$ cat src/rtl/efpga_dispatch.sv
// efpga_dispatch: decodes eFPGA custom instructions and runs the
// valid/ready exchange with one fabric channel, with optional writeback.
module efpga_dispatch #(
    parameter int NB_CHANNELS    = 4,
    parameter int XLEN           = 32,
    parameter int TIMEOUT_CYCLES = 255
) (
    input  logic                        p_clk,
    input  logic                        p_reset,
    input  logic [31:0]                 p_instr,
    input  logic                        p_instr_valid,
    input  logic [XLEN-1:0]             p_rs1,
    input  logic [XLEN-1:0]             p_rs2,
    output logic                        p_is_efpga,
    output logic                        p_illegal,
    output logic                        p_stall,
    output logic                        p_rd_we,
    output logic [4:0]                  p_rd_addr,
    output logic [XLEN-1:0]             p_rd_data,
    output logic                        p_timeout,
    input  logic                        p_timeout_clr,
    output logic [NB_CHANNELS-1:0]      p_fab_req_valid,
    input  logic [NB_CHANNELS-1:0]      p_fab_req_ready,
    output logic [XLEN-1:0]             p_fab_op1,
    output logic [XLEN-1:0]             p_fab_op2,
    output logic                        p_fab_blocking,
    input  logic [NB_CHANNELS-1:0]      p_fab_rsp_valid,
    input  logic [NB_CHANNELS*XLEN-1:0] p_fab_rsp_data,
    output logic [NB_CHANNELS-1:0]      p_fab_rsp_ready
);

    localparam int CHW = (NB_CHANNELS > 1) ? $clog2(NB_CHANNELS) : 1;
    localparam int CW  = (TIMEOUT_CYCLES < 2) ? 1
                       : $clog2(TIMEOUT_CYCLES + 1);
    localparam int TLIM = (TIMEOUT_CYCLES == 0) ? 0 : TIMEOUT_CYCLES - 1;
    localparam logic [CW-1:0] TLIM_C = CW'(TLIM);
    localparam logic [NB_CHANNELS-1:0] ONE = NB_CHANNELS'(1);

    typedef enum logic [1:0] {
        S_IDLE,
        S_ISSUE,
        S_WAIT,
        S_DONE
    } state_t;

    state_t state_q, state_d;

    logic [CHW-1:0]         ch_q;
    logic [4:0]             rd_q;
    logic                   blk_q;
    logic [XLEN-1:0]        data_q;
    logic [CW-1:0]          cnt_q;
    logic [NB_CHANNELS-1:0] req_q;
    logic [NB_CHANNELS-1:0] ch_oh;
    logic [XLEN-1:0]        rsp_sel;
    logic [6:0]             funct7;
    logic [2:0]             funct3;
    logic                   legal;
    logic                   accept;
    logic                   rsp_hit;
    logic                   tmo_hit;
    logic                   tmo_set;
    logic                   unused_ok;

    assign funct7 = p_instr[31:25];
    assign funct3 = p_instr[14:12];
    assign unused_ok = ^p_instr[24:15];

    assign p_is_efpga = p_instr_valid
                     && (p_instr[6:0] == 7'b1110011)
                     && (funct3[2:1] == 2'b11);
    assign legal = p_is_efpga && (funct7 < 7'(NB_CHANNELS));
    assign p_illegal = (state_q == S_IDLE) && p_is_efpga && !legal;

    assign ch_oh   = ONE << ch_q;
    assign accept  = |(req_q & p_fab_req_ready);
    assign rsp_hit = |(p_fab_rsp_valid & ch_oh);
    assign tmo_hit = (TIMEOUT_CYCLES != 0) && (cnt_q == TLIM_C);

    assign p_fab_req_valid = req_q;
    assign p_fab_blocking  = blk_q;
    assign p_rd_addr       = rd_q;
    assign p_rd_data       = data_q;

    // Select the response word of the latched channel
    always_comb begin
        rsp_sel = '0;
        for (int c = 0; c < NB_CHANNELS; c++) begin
            if (ch_q == CHW'(c)) rsp_sel = p_fab_rsp_data[c*XLEN +: XLEN];
        end
    end

    // State register
    always_ff @(posedge p_clk or posedge p_reset) begin
        if (p_reset) state_q <= S_IDLE;
        else         state_q <= state_d;
    end

    // Next-state, stall, writeback strobe and response-ready steering
    always_comb begin
        state_d         = state_q;
        tmo_set         = 1'b0;
        p_stall         = 1'b0;
        p_rd_we         = 1'b0;
        p_fab_rsp_ready = '1;
        unique case (state_q)
            S_IDLE: begin
                if (legal) begin
                    p_stall = 1'b1;
                    state_d = S_ISSUE;
                end
            end
            S_ISSUE: begin
                p_stall = 1'b1;
                if (accept) begin
                    state_d = blk_q ? S_WAIT : S_IDLE;
                end else if (tmo_hit) begin
                    tmo_set = 1'b1;
                    state_d = blk_q ? S_DONE : S_IDLE;
                end
            end
            S_WAIT: begin
                p_stall         = 1'b1;
                p_fab_rsp_ready = ch_oh;
                if (rsp_hit) begin
                    state_d = S_DONE;
                end else if (tmo_hit) begin
                    tmo_set = 1'b1;
                    state_d = S_DONE;
                end
            end
            S_DONE: begin
                p_rd_we = (rd_q != 5'd0);
                state_d = S_IDLE;
            end
            default: state_d = S_IDLE;
        endcase
    end

    // Request latch, operands, timeout counter, result and sticky flag
    always_ff @(posedge p_clk or posedge p_reset) begin
        if (p_reset) begin
            ch_q      <= '0;
            rd_q      <= '0;
            blk_q     <= 1'b0;
            data_q    <= '0;
            cnt_q     <= '0;
            req_q     <= '0;
            p_fab_op1 <= '0;
            p_fab_op2 <= '0;
            p_timeout <= 1'b0;
        end else begin
            if (state_q == S_IDLE && legal) begin
                ch_q      <= funct7[CHW-1:0];
                rd_q      <= p_instr[11:7];
                blk_q     <= ~funct3[0];
                p_fab_op1 <= p_rs1;
                p_fab_op2 <= p_rs2;
                req_q     <= ONE << funct7;
                cnt_q     <= '0;
            end
            if (state_q == S_ISSUE && (accept || tmo_hit)) req_q <= '0;
            if (state_q == S_ISSUE || state_q == S_WAIT) begin
                cnt_q <= cnt_q + CW'(1);
            end
            if (state_q == S_WAIT && rsp_hit) data_q <= rsp_sel;
            else if (tmo_set)                 data_q <= '1;
            if (p_timeout_clr) p_timeout <= 1'b0;
            else if (tmo_set)  p_timeout <= 1'b1;
        end
    end

endmodule

$ cat config.mk
export PLATFORM = sky130hd
export DESIGN_NAME = efpga_dispatch
export DESIGN_NICKNAME = d
export VERILOG_FILES = /design/src/rtl/efpga_dispatch.sv
export SDC_FILE = /design/constraint.sdc
export NUM_CORES = 1
export LEC_CHECK = 0
export BUFFER_PORTS_ARGS = -buffer_cell sky130_fd_sc_hd__buf_2
export CAP_MARGIN = 20
export CELL_PAD_IN_SITES_DETAIL_PLACEMENT = 0
export CELL_PAD_IN_SITES_GLOBAL_PLACEMENT = 1
export CORE_ASPECT_RATIO = 0.8
export CORE_MARGIN = 3
export CORE_UTILIZATION = 28
export CTS_CLUSTER_SIZE = 28
export DETAILED_ROUTE_END_ITERATION = 8
export GPL_TIMING_DRIVEN = 0
export PLACE_DENSITY = 0.75
export SLEW_MARGIN = 20
export SYNTH_ARGS = -nofsm -noshare
export SYNTH_HDL_FRONTEND = slang
export SYNTH_SLANG_ARGS = --single-unit
$ cat constraint.sdc
create_clock -name p_clk -period 3.55 [get_ports p_clk]
set_input_delay 0.1775 -clock p_clk [delete_from_list [all_inputs] [get_ports p_clk]]
set_output_delay 0.1775 -clock p_clk [all_outputs]
set_load 0.01 [all_outputs]
==> impl_metrics.env, run 1 <==
export IMPL_grt_usage=0.189
export IMPL_drt_total_wl_mm=21.7
export IMPL_synth_adder_area_share=0.0150
export IMPL_routed_wl_met3_mm=1.85
export IMPL_nets=1275
export IMPL_vias=5946
export IMPL_report_final_hold_viol_count=0
export IMPL_mostFrequentLayoutCell="buf_2"
export IMPL_antennaDiodeCount=0
export IMPL_cp_cell_sequence="inv_1, ha_1, nand2_1, o22a_1, a2111oi_4, buf_6, nor2_1, a21oi_2"
export IMPL_vdd_ir_drop_worst_mv=0.286
export IMPL_root_buffer="clkbuf_16"
export IMPL_wl_per_cell_um=16.6
export IMPL_multi_input_area_mm2=0.00268
export IMPL_drt_pass1_iter_count=4
export IMPL_clkLatencyLatePin_ns=0.42
export IMPL_initial_utilization=0.290
export IMPL_synth_compound_area_share=0.0889
export IMPL_dieArea_mm2=0.0227
export IMPL_dominantRegCellSynth="dfrtp_1"
export IMPL_required_ns=3.89
export IMPL_grt_overflow=0
export IMPL_p_sw_mw=1.42
export IMPL_rr_endpoint="p_rd_data[9]"
export IMPL_hold_path_end="ch_q[1]"
export IMPL_yosys_area_top_type_share=0.508
export IMPL_endpoint_kind="flip-flop"
export IMPL_rsz0062_at_grt="no"
export IMPL_p_seq_frac=0.376
export IMPL_die_height_um=135
export IMPL_outcome="finished clean"
export IMPL_drive_gt1_frac=0.430
export IMPL_wl_met2_mm=10.9
export IMPL_cts_tree="done"
export IMPL_ant_nets=0
export IMPL_crit_slowest_cell="a2111oi_4"
export IMPL_fp_dieW_um=168
export IMPL_hpwlAfterDp_mm=16.6
export IMPL_grt_pass1_vias=6129
export IMPL_placementRows=46
export IMPL_yosys_area_share_simple=0.222
export IMPL_combPwrFrac=0.241
export IMPL_grt_max_degree=75
export IMPL_antenna_found_initial=1
export IMPL_numCtsBuffers=17
export IMPL_htree_num_levels=4
export IMPL_ys_seq_area_frac=0.508
export IMPL_drc=0
export IMPL_crit_type="reg2reg"
export IMPL_grt_pass1_wl_mm=33.6
export IMPL_fin_crit_sh=0.697
export IMPL_gp_congestion=0.803
export IMPL_async_flop_share=1.00
export IMPL_min_path_type="in2reg"
export IMPL_critPathMaxFanout=10
export IMPL_clk_pin_slew_ns=0.06
export IMPL_p_int_mw=3.09
export IMPL_max_freq_mhz=404
export IMPL_p_per_area_mw_per_mm2=489
export IMPL_critPathMaxStageDelay_ns=0.69
export IMPL_final_cell_mix="buf_2 (345), nand2_1 (225), dfrtp_1 (119)"
export IMPL_slew_headroom=0.447
export IMPL_cts_buffer_depth=2
export IMPL_cts_repair_resized=0
export IMPL_holdPathStages=3
export IMPL_synthCells=600
export IMPL_pwr_share_clk=0.384
export IMPL_wl_met1_mm=8.68
export IMPL_pin_count=351
export IMPL_crit_family="compound AO/OA/AOI/OAI gates"
export IMPL_rrSetupSlack_ns=1.08
export IMPL_r2r_start="state_q[0]"
export IMPL_syn_nets=843
export IMPL_arrival_ns=2.81
export IMPL_reg2reg_depth=8
export IMPL_final_cells=1309
export IMPL_port_buffers=340
export IMPL_finalCriticalPeriod_ns=2.47
export IMPL_power_mw=4.51
export IMPL_topRoutingLayerUsed="met4"
export IMPL_post_cts_buffers=0
export IMPL_synth_xor_area_share=0.00299
export IMPL_skew_ns=0.0157
export IMPL_core_region_area_mm2=0.0202
export IMPL_swShare=0.316
export IMPL_worst_pin_slew_ns=0.830
export IMPL_synth_top_family_by_area="simple AND/OR/NAND/NOR gates"
export IMPL_syn_area_per_cell_um2=9.76
export IMPL_synth_seq_cells=119
export IMPL_yosys_warnings=0
export IMPL_start_kind="flip-flop"
export IMPL_leakage_nw=4.91
export IMPL_drt_initial_drc_count=230
export IMPL_netlist_cell_type_count=45
export IMPL_synth_edff_count=0
export IMPL_synth_top_cells_by_area="dfrtp_1 (51%), nand2_1 (14%), mux4_2 (12%)"
export IMPL_nFillCells=1971
export IMPL_path_buf_inv=2
export IMPL_setup_viol=0
export IMPL_place_inst=1205
export IMPL_muxShareOfSynthArea=0.129
export IMPL_hold_start="p_instr[26]"
export IMPL_syn_to_final_growth_pct=57.6
export IMPL_cap_violations=0
export IMPL_seqCellArea_mm2=0.00298
export IMPL_yosysTopAreaCell="dfrtp_1"
export IMPL_vias_per_cell=4.54
export IMPL_synthesis_area_mm2=0.00586
export IMPL_pre_cts_ws_ns=0.947
export IMPL_cts_sinks=119
export IMPL_worst_slack_ns=1.08
export IMPL_slew_viol_final=0
final cells by class:
type,instances,area share
repair buffers,413,0.265
well taps,264,0.0358
clock inverters,15,0.0169
clock buffers,17,0.0461
multi-input cells,438,0.291
plain buffers,36,0.0187
flip-flops and latches,119,0.323
inverters,7,0.00366
synth_stat cells (all sizes together) (2+ instances only):
cell type / count
o21ai: 12
a22oi: 2
a21oi: 39
a31oi: 2
or3: 2
buf: 13
nand2: 225
dfrtp: 119
clkbuf: 23
nand3: 7
o31ai: 2
nor4: 2
o21a: 2
nor3: 3
mux2: 2
nand4: 3
nor2: 72
inv: 7
ha: 7
mux4: 32
nand2b: 3
o22ai: 2
o22a: 2
timing repair:
action | in CTS | in global routing
hold buffers | 72 | 0
hold endpoints to repair | 116 | 0
endpoints found under the setup margin | 0 | 0
layer usage:
layer,vias to the layer above,global-route usage
met5,-,0
met4,0,0.0436
met3,21,0.0688
met2,246,0.334
met1,2806,0.221
li1,2873,-
kinds of logic (layout without fill, tap and decap cells):
group / count (synthesis) / in the layout
fa+ha+maj: 7 / 7
buf+inv: 43 / 488
compound gates: 69 / 69
flops: 119 / 119
mux: 35 / 35
simple gates: 325 / 325
xor+xnor: 2 / 2
per-stage QoR:
stage          hold slack [ns]  TNS, ns  cell area [um2]   util
2_1_floorplan            0.244        0             5860      -
3_3_place_gp             0.333  -186.74             7890  0.390
3_5_place_dp             0.197        0             7920  0.392
4_1_cts                 0.0185        0             9230  0.457
5_1_grt                 0.0482        0             9230  0.457
6_report                0.0396        0             9230  0.457
worst max-delay path by stage:
stage | to | depth (start not counted) | from
6_report | p_rd_data[9] | 8 | state_q[0]
4_1_cts | p_rd_data[11] | 6 | ch_q[1]
2_1_floorplan | asynchronous set/reset pin | 1 | p_reset
3_5_place_dp | p_rd_data[11] | 6 | ch_q[1]
5_1_grt | p_rd_data[11] | 6 | ch_q[1]
3_3_place_gp | p_fab_op1[24] | 2 | p_reset
power by group through the flow:
stage / sequential [mW] / clock [mW] / combinational (mW)
floorplan: 1.77 / 0 / 0.521
global placement: 1.72 / 0 / 1.02
detailed placement: 1.72 / 0 / 1.04
CTS: 1.70 / 1.79 / 1.11
global route: 1.72 / 1.84 / 1.20
finish: 1.69 / 1.73 / 1.09
worst register-to-register path, delay by kind of cell (launching register included):
kind,cells,cell delay (ns)
AOI/OAI and AO/OA,3,1.09
and+or+nand+nor,2,0.15
adders and majority gates,1,0.33
DFF,1,0.42
buffers and inverters,2,0.42
registers in the layout, indices dropped and copies added (netlist names), named ones only:
name	flops
ch_q	2
cnt_q	8
p_fab_blocking	1
p_fab_op1	32
p_fab_op2	32
p_fab_req_valid	4
p_rd_addr	5
p_rd_data	32
p_timeout	1
state_q	1
(Power assumes the default switching activity.)
==> inputs of run 2 (changes only) <==
==> constraint.sdc (replaced) <==
create_clock -name p_clk -period 2.22 [get_ports p_clk]
set_input_delay 0.111 -clock p_clk [delete_from_list [all_inputs] [get_ports p_clk]]
set_output_delay 0.111 -clock p_clk [all_outputs]
set_load 0.01 [all_outputs]
==> impl_metrics.env, run 2 (synthesis results as in run 1) <==
export IMPL_ant_nets=0
export IMPL_vias=5949
export IMPL_p_sw_mw=2.29
export IMPL_vias_per_cell=4.52
export IMPL_mostFrequentLayoutCell="buf_2"
export IMPL_drt_pass1_iter_count=4
export IMPL_p_per_area_mw_per_mm2=783
export IMPL_rr_endpoint="p_rd_data[18]"
export IMPL_use_met3=0.0674
export IMPL_dieArea_mm2=0.0227
export IMPL_gp_congestion=0.776
export IMPL_arrival_ns=2.34
export IMPL_endpoint="p_rd_data[18]"
export IMPL_required_ns=2.52
export IMPL_drt_total_wl_mm=22.1
export IMPL_core_region_area_mm2=0.0202
export IMPL_grt_overflow=0
export IMPL_top_usage_layer="met2"
export IMPL_worst_pin_slew_ns=0.716
export IMPL_initial_utilization=0.290
export IMPL_die_height_um=135
export IMPL_grtUsageMet1=0.222
export IMPL_drt_initial_drc_count=296
export IMPL_report_final_hold_viol_count=0
export IMPL_clkLatencyLatePin_ns=0.42
export IMPL_vdd_ir_drop_worst_mv=0.422
export IMPL_crit_family="buffers and inverters"
export IMPL_port_buffers=340
export IMPL_placementRows=46
export IMPL_grt_pass1_wl_mm=34.0
export IMPL_worst_slack_ns=0.172
export IMPL_final_cell_mix="buf_2 (343), nand2_1 (225), dfrtp_1 (119)"
export IMPL_met2_usage=0.337
export IMPL_cap_violations=0
export IMPL_fp_dieW_um=168
export IMPL_start_kind="flip-flop"
export IMPL_cts_tree="done"
export IMPL_slew_viol_final=0
export IMPL_nFillCells=1964
export IMPL_antennaDiodeCount=0
export IMPL_r2r_start="ch_q[0]"
export IMPL_htree_num_levels=4
export IMPL_skew_ns=0.0113
export IMPL_numCtsBuffers=17
export IMPL_grt_usage=0.192
export IMPL_outcome="finished clean"
export IMPL_pwr_share_clk=0.386
export IMPL_syn_to_final_growth_pct=60.9
export IMPL_root_buffer="clkbuf_16"
export IMPL_critPathMaxFanout=10
export IMPL_cts_buffer_depth=2
export IMPL_crit_slowest_cell="clkdlybuf4s15_1"
export IMPL_clk_pin_slew_ns=0.06
export IMPL_hpwlAfterDp_mm=16.9
export IMPL_holdPathStages=4
export IMPL_pre_cts_ws_ns=-0.342
export IMPL_cts_sinks=119
export IMPL_rsz0062_at_grt="no"
export IMPL_crit_type="reg2reg"
export IMPL_antenna_found_initial=0
export IMPL_crit_cells=5
export IMPL_nets=1283
export IMPL_slew_headroom=0.523
export IMPL_rrSetupSlack_ns=0.17
export IMPL_combPwrFrac=0.245
export IMPL_path_buf_inv=2
export IMPL_grt_max_degree=33
export IMPL_cp_startpoint="ch_q[0]"
export IMPL_hold_start="p_instr[28]"
export IMPL_drc=0
export IMPL_leakage_nw=5.00
export IMPL_grt_pass1_vias=6212
export IMPL_setup_viol=0
export IMPL_holdWs_ns=0.102
export IMPL_max_freq_mhz=488
export IMPL_endpoint_kind="flip-flop"
export IMPL_fin_crit_sh=0.922
export IMPL_p_seq_frac=0.369
export IMPL_finalCriticalPeriod_ns=2.05
export IMPL_pin_count=351
export IMPL_reg2reg_depth=5
export IMPL_swShare=0.310
export IMPL_drive_gt1_frac=0.441
export IMPL_wl_per_cell_um=16.8
export IMPL_cp_cell_sequence="buf_6, clkdlybuf4s15_1, mux4_2, nor2_1, a21oi_2"
export IMPL_p_int_mw=5.10
export IMPL_critPathMaxStageDelay_ns=0.62
export IMPL_min_path_type="in2reg"
run 2: how the worst min path moves through the flow:
stage                         endpoint  slack, ns
finish              p_fab_req_valid[2]       0.10
global route        p_fab_req_valid[2]       0.11
CTS                 p_fab_req_valid[2]       0.09
detailed placement       p_fab_op2[21]       0.04
global placement             p_timeout       0.27
floorplan                    p_timeout       0.18
run 2: stage by stage:
step,std cells,util,power [mW],TNS (ns),cell area (um2)
final,1317,0.467,7.38,0,9430
after global routing,1317,0.467,7.79,0,9430
after CTS,1319,0.465,7.46,0,9400
after detailed placement,1208,0.395,4.43,-19.09,7970
after global placement,1204,0.391,4.37,-57.12,7890
after floorplan,600,-,3.67,0,5860
run 2: power by group through the flow:
stage / combinational, mW / clock, mW / sequential (mW)
after CTS: 1.80 / 2.94 / 2.72
after detailed placement: 1.67 / 0 / 2.76
after floorplan: 0.833 / 0 / 2.84
after global routing: 1.99 / 3.04 / 2.76
final: 1.81 / 2.85 / 2.72
after global placement: 1.62 / 0 / 2.75
run 2: final cells by class:
type | instances | area (um2) | area share
multi-input combinational | 438 | 2720 | 0.288
buffer | 33 | 183 | 0.0194
timing repair buffer | 424 | 2580 | 0.274
inverter | 7 | 30.0 | 0.00319
sequential | 119 | 2980 | 0.316
clock buffer | 17 | 425 | 0.0451
tap | 264 | 330 | 0.0350
clock inverter | 15 | 180 | 0.0191
run 2: worst register-to-register path: cells and delay by family (launching register included):
| kind | cells | cell delay [ns] |
|---|---|---|
| buffers and inverters | 2 | 0.79 |
| multiplexers | 1 | 0.60 |
| flip-flops | 1 | 0.35 |
| AND/OR/NAND/NOR | 1 | 0.16 |
| AO/OA/AOI/OAI | 1 | 0.04 |
run 2: repair_timing:
action                     in CTS  in global routing
setup buffers                   5                  1
hold endpoints to repair      135                  0
pin swaps                       2                  0
gates resized for setup         8                 11
hold buffers                   74                  0
setup endpoints to repair      64                 66
run 2: routing by layer:
metal / vias up / share of wire / wire length [um]
li1: 2882 / - / -
met1: 2793 / 0.40 / 8750
met2: 252 / 0.50 / 11000
met3: 22 / 0.085 / 1870
met4: 0 / 0.021 / 471
met5: - / 0 / 0
==> inputs of run 3 (changes only) <==
--- a/config.mk
+++ b/config.mk
@@ -16,6 +16,8 @@
 export DETAILED_ROUTE_END_ITERATION = 8
 export GPL_TIMING_DRIVEN = 0
 export PLACE_DENSITY = 0.75
+export RECOVER_POWER = 25
+export SKIP_LAST_GASP = 1
 export SLEW_MARGIN = 20
 export SYNTH_ARGS = -nofsm -noshare
 export SYNTH_HDL_FRONTEND = slang
==> impl_metrics.env, run 3 (synthesis results as in run 1) <==
export IMPL_grt_usage=0.192
export IMPL_pin_count=351
export IMPL_path_buf_inv=2
export IMPL_rr_endpoint="p_rd_data[18]"
export IMPL_cts_buffer_depth=2
export IMPL_nFillCells=1973
export IMPL_port_buffers=340
export IMPL_dieArea_mm2=0.0227
export IMPL_hold_path_end="p_fab_req_valid[2]"
export IMPL_finalCriticalPeriod_ns=2.05
export IMPL_root_buffer="clkbuf_16"
export IMPL_placementRows=46
export IMPL_hold_start="p_instr[28]"
export IMPL_antenna_found_initial=0
export IMPL_hpwlAfterDp_mm=16.9
export IMPL_rrSetupSlack_ns=0.17
export IMPL_cp_cell_sequence="buf_6, clkdlybuf4s15_1, mux4_2, nor2_1, a21oi_2"
export IMPL_antennaDiodeCount=0
export IMPL_vias=5944
export IMPL_drt_total_wl_mm=22.1
export IMPL_numCtsBuffers=17
export IMPL_clkLatencyLatePin_ns=0.42
export IMPL_outcome="finished clean"
export IMPL_grt_pass1_vias=6212
export IMPL_clk_pin_slew_ns=0.06
export IMPL_setup_viol=0
export IMPL_syn_to_final_growth_pct=60.2
export IMPL_fp_dieW_um=168
export IMPL_drt_initial_drc_count=305
export IMPL_report_final_hold_viol_count=0
export IMPL_gp_congestion=0.776
export IMPL_grt_max_degree=33
export IMPL_crit_family="buffers and inverters"
export IMPL_grt_pass1_wl_mm=34.0
export IMPL_crit_slowest_cell="clkdlybuf4s15_1"
export IMPL_slew_viol_final=0
export IMPL_nets=1283
export IMPL_rsz0062_at_grt="yes"
export IMPL_holdWs_ns=0.0950
export IMPL_grt_overflow=0
export IMPL_start_kind="flip-flop"
export IMPL_fin_crit_sh=0.922
export IMPL_p_per_area_mw_per_mm2=785
export IMPL_worst_pin_slew_ns=1.27
export IMPL_critPathMaxFanout=10
export IMPL_drive_gt1_frac=0.440
export IMPL_tns_ns=0
export IMPL_ant_nets=0
export IMPL_vias_per_cell=4.51
export IMPL_die_height_um=135
export IMPL_cap_violations=0
export IMPL_cts_sinks=119
export IMPL_core_region_area_mm2=0.0202
export IMPL_crit_type="reg2reg"
export IMPL_final_util=0.464
export IMPL_drt_pass1_iter_count=4
export IMPL_slew_headroom=0.154
export IMPL_leakage_nw=5.00
export IMPL_required_ns=2.51
export IMPL_holdPathStages=4
export IMPL_final_cell_mix="buf_2 (343), nand2_1 (225), dfrtp_1 (119)"
export IMPL_cp_startpoint="ch_q[0]"
export IMPL_wl_per_cell_um=16.7
export IMPL_max_freq_mhz=488
export IMPL_arrival_ns=2.34
export IMPL_mostFrequentLayoutCell="buf_2"
export IMPL_critPathMaxStageDelay_ns=0.62
export IMPL_min_path_type="in2reg"
export IMPL_r2r_start="ch_q[0]"
export IMPL_vdd_ir_drop_worst_mv=0.420
export IMPL_htree_num_levels=4
export IMPL_cts_tree="done"
export IMPL_reg2reg_depth=5
export IMPL_initial_utilization=0.290
export IMPL_skew_ns=0.0117
export IMPL_endpoint_kind="flip-flop"
export IMPL_drc=0
export IMPL_power_mw=7.37
## run 3: cell count changes in the layout (fill, tap and decap cells not counted), sizes merged
cell          previous run  this run
dlymetal6s4s             0         1
clkbuf                  39        40
buf                    359       357
## run 3: worst max-delay path by stage
stage                               to  cells past startpoint
floorplan                p_rd_data[28]                      8
global placement         p_fab_op1[20]                      2
detailed placement       p_rd_data[16]                      6
CTS                 p_fab_rsp_ready[1]                      4
global route             p_rd_data[11]                      9
finish                   p_rd_data[18]                      5
## run 3: layout make-up
cell class                      count  area [um2]  share of cell area
Multi-Input combinational cell    438        2710               0.288
Timing Repair Buffer              424        2550               0.272
Clock buffer                       17         425              0.0453
Clock inverter                     15         180              0.0192
Tap cell                          264         330              0.0352
Sequential cell                   119        2980               0.317
Inverter                            7        27.5             0.00293
Buffer                             33         183              0.0195
## run 3: metal layers
layer,vias up,share of wire,GRT usage
met5,-,0,0
met4,0,0.021,0.0600
met3,22,0.084,0.0674
met2,247,0.50,0.337
met1,2794,0.39,0.222
li1,2881,-,-
## run 3: timing repair
action                     4_1_cts  5_1_grt
hold buffers                    74        0
setup endpoints to repair       64       66
setup buffers                    5        1
hold endpoints to repair       135        0
resized for setup                8       10
pin swaps                        2        0
## run 3: worst reg2reg max path, delay by kind of cell, from the launching register on
kind            cells  cell delay [ns]
buf+inv             2             0.79
mux                 1             0.60
flops               1             0.35
simple gates        1             0.16
compound gates      1             0.04
## run 3: stage by stage
step | cells | area (um2) | setup WS, ns
floorplan | 600 | 5860 | 0.215
CTS | 1319 | 9400 | 0.00295
global route | 1317 | 9380 | -0.00897
finish | 1317 | 9380 | 0.172
detailed placement | 1208 | 7970 | -0.342
global placement | 1204 | 7890 | -0.331
## run 3: power breakdown
part	switching [mW]	internal [mW]	total (mW)	leakage (nW)
combinational	0.894	0.900	1.79	3.17
sequential	0.236	2.49	2.72	1.53
clock	1.15	1.70	2.85	0.300
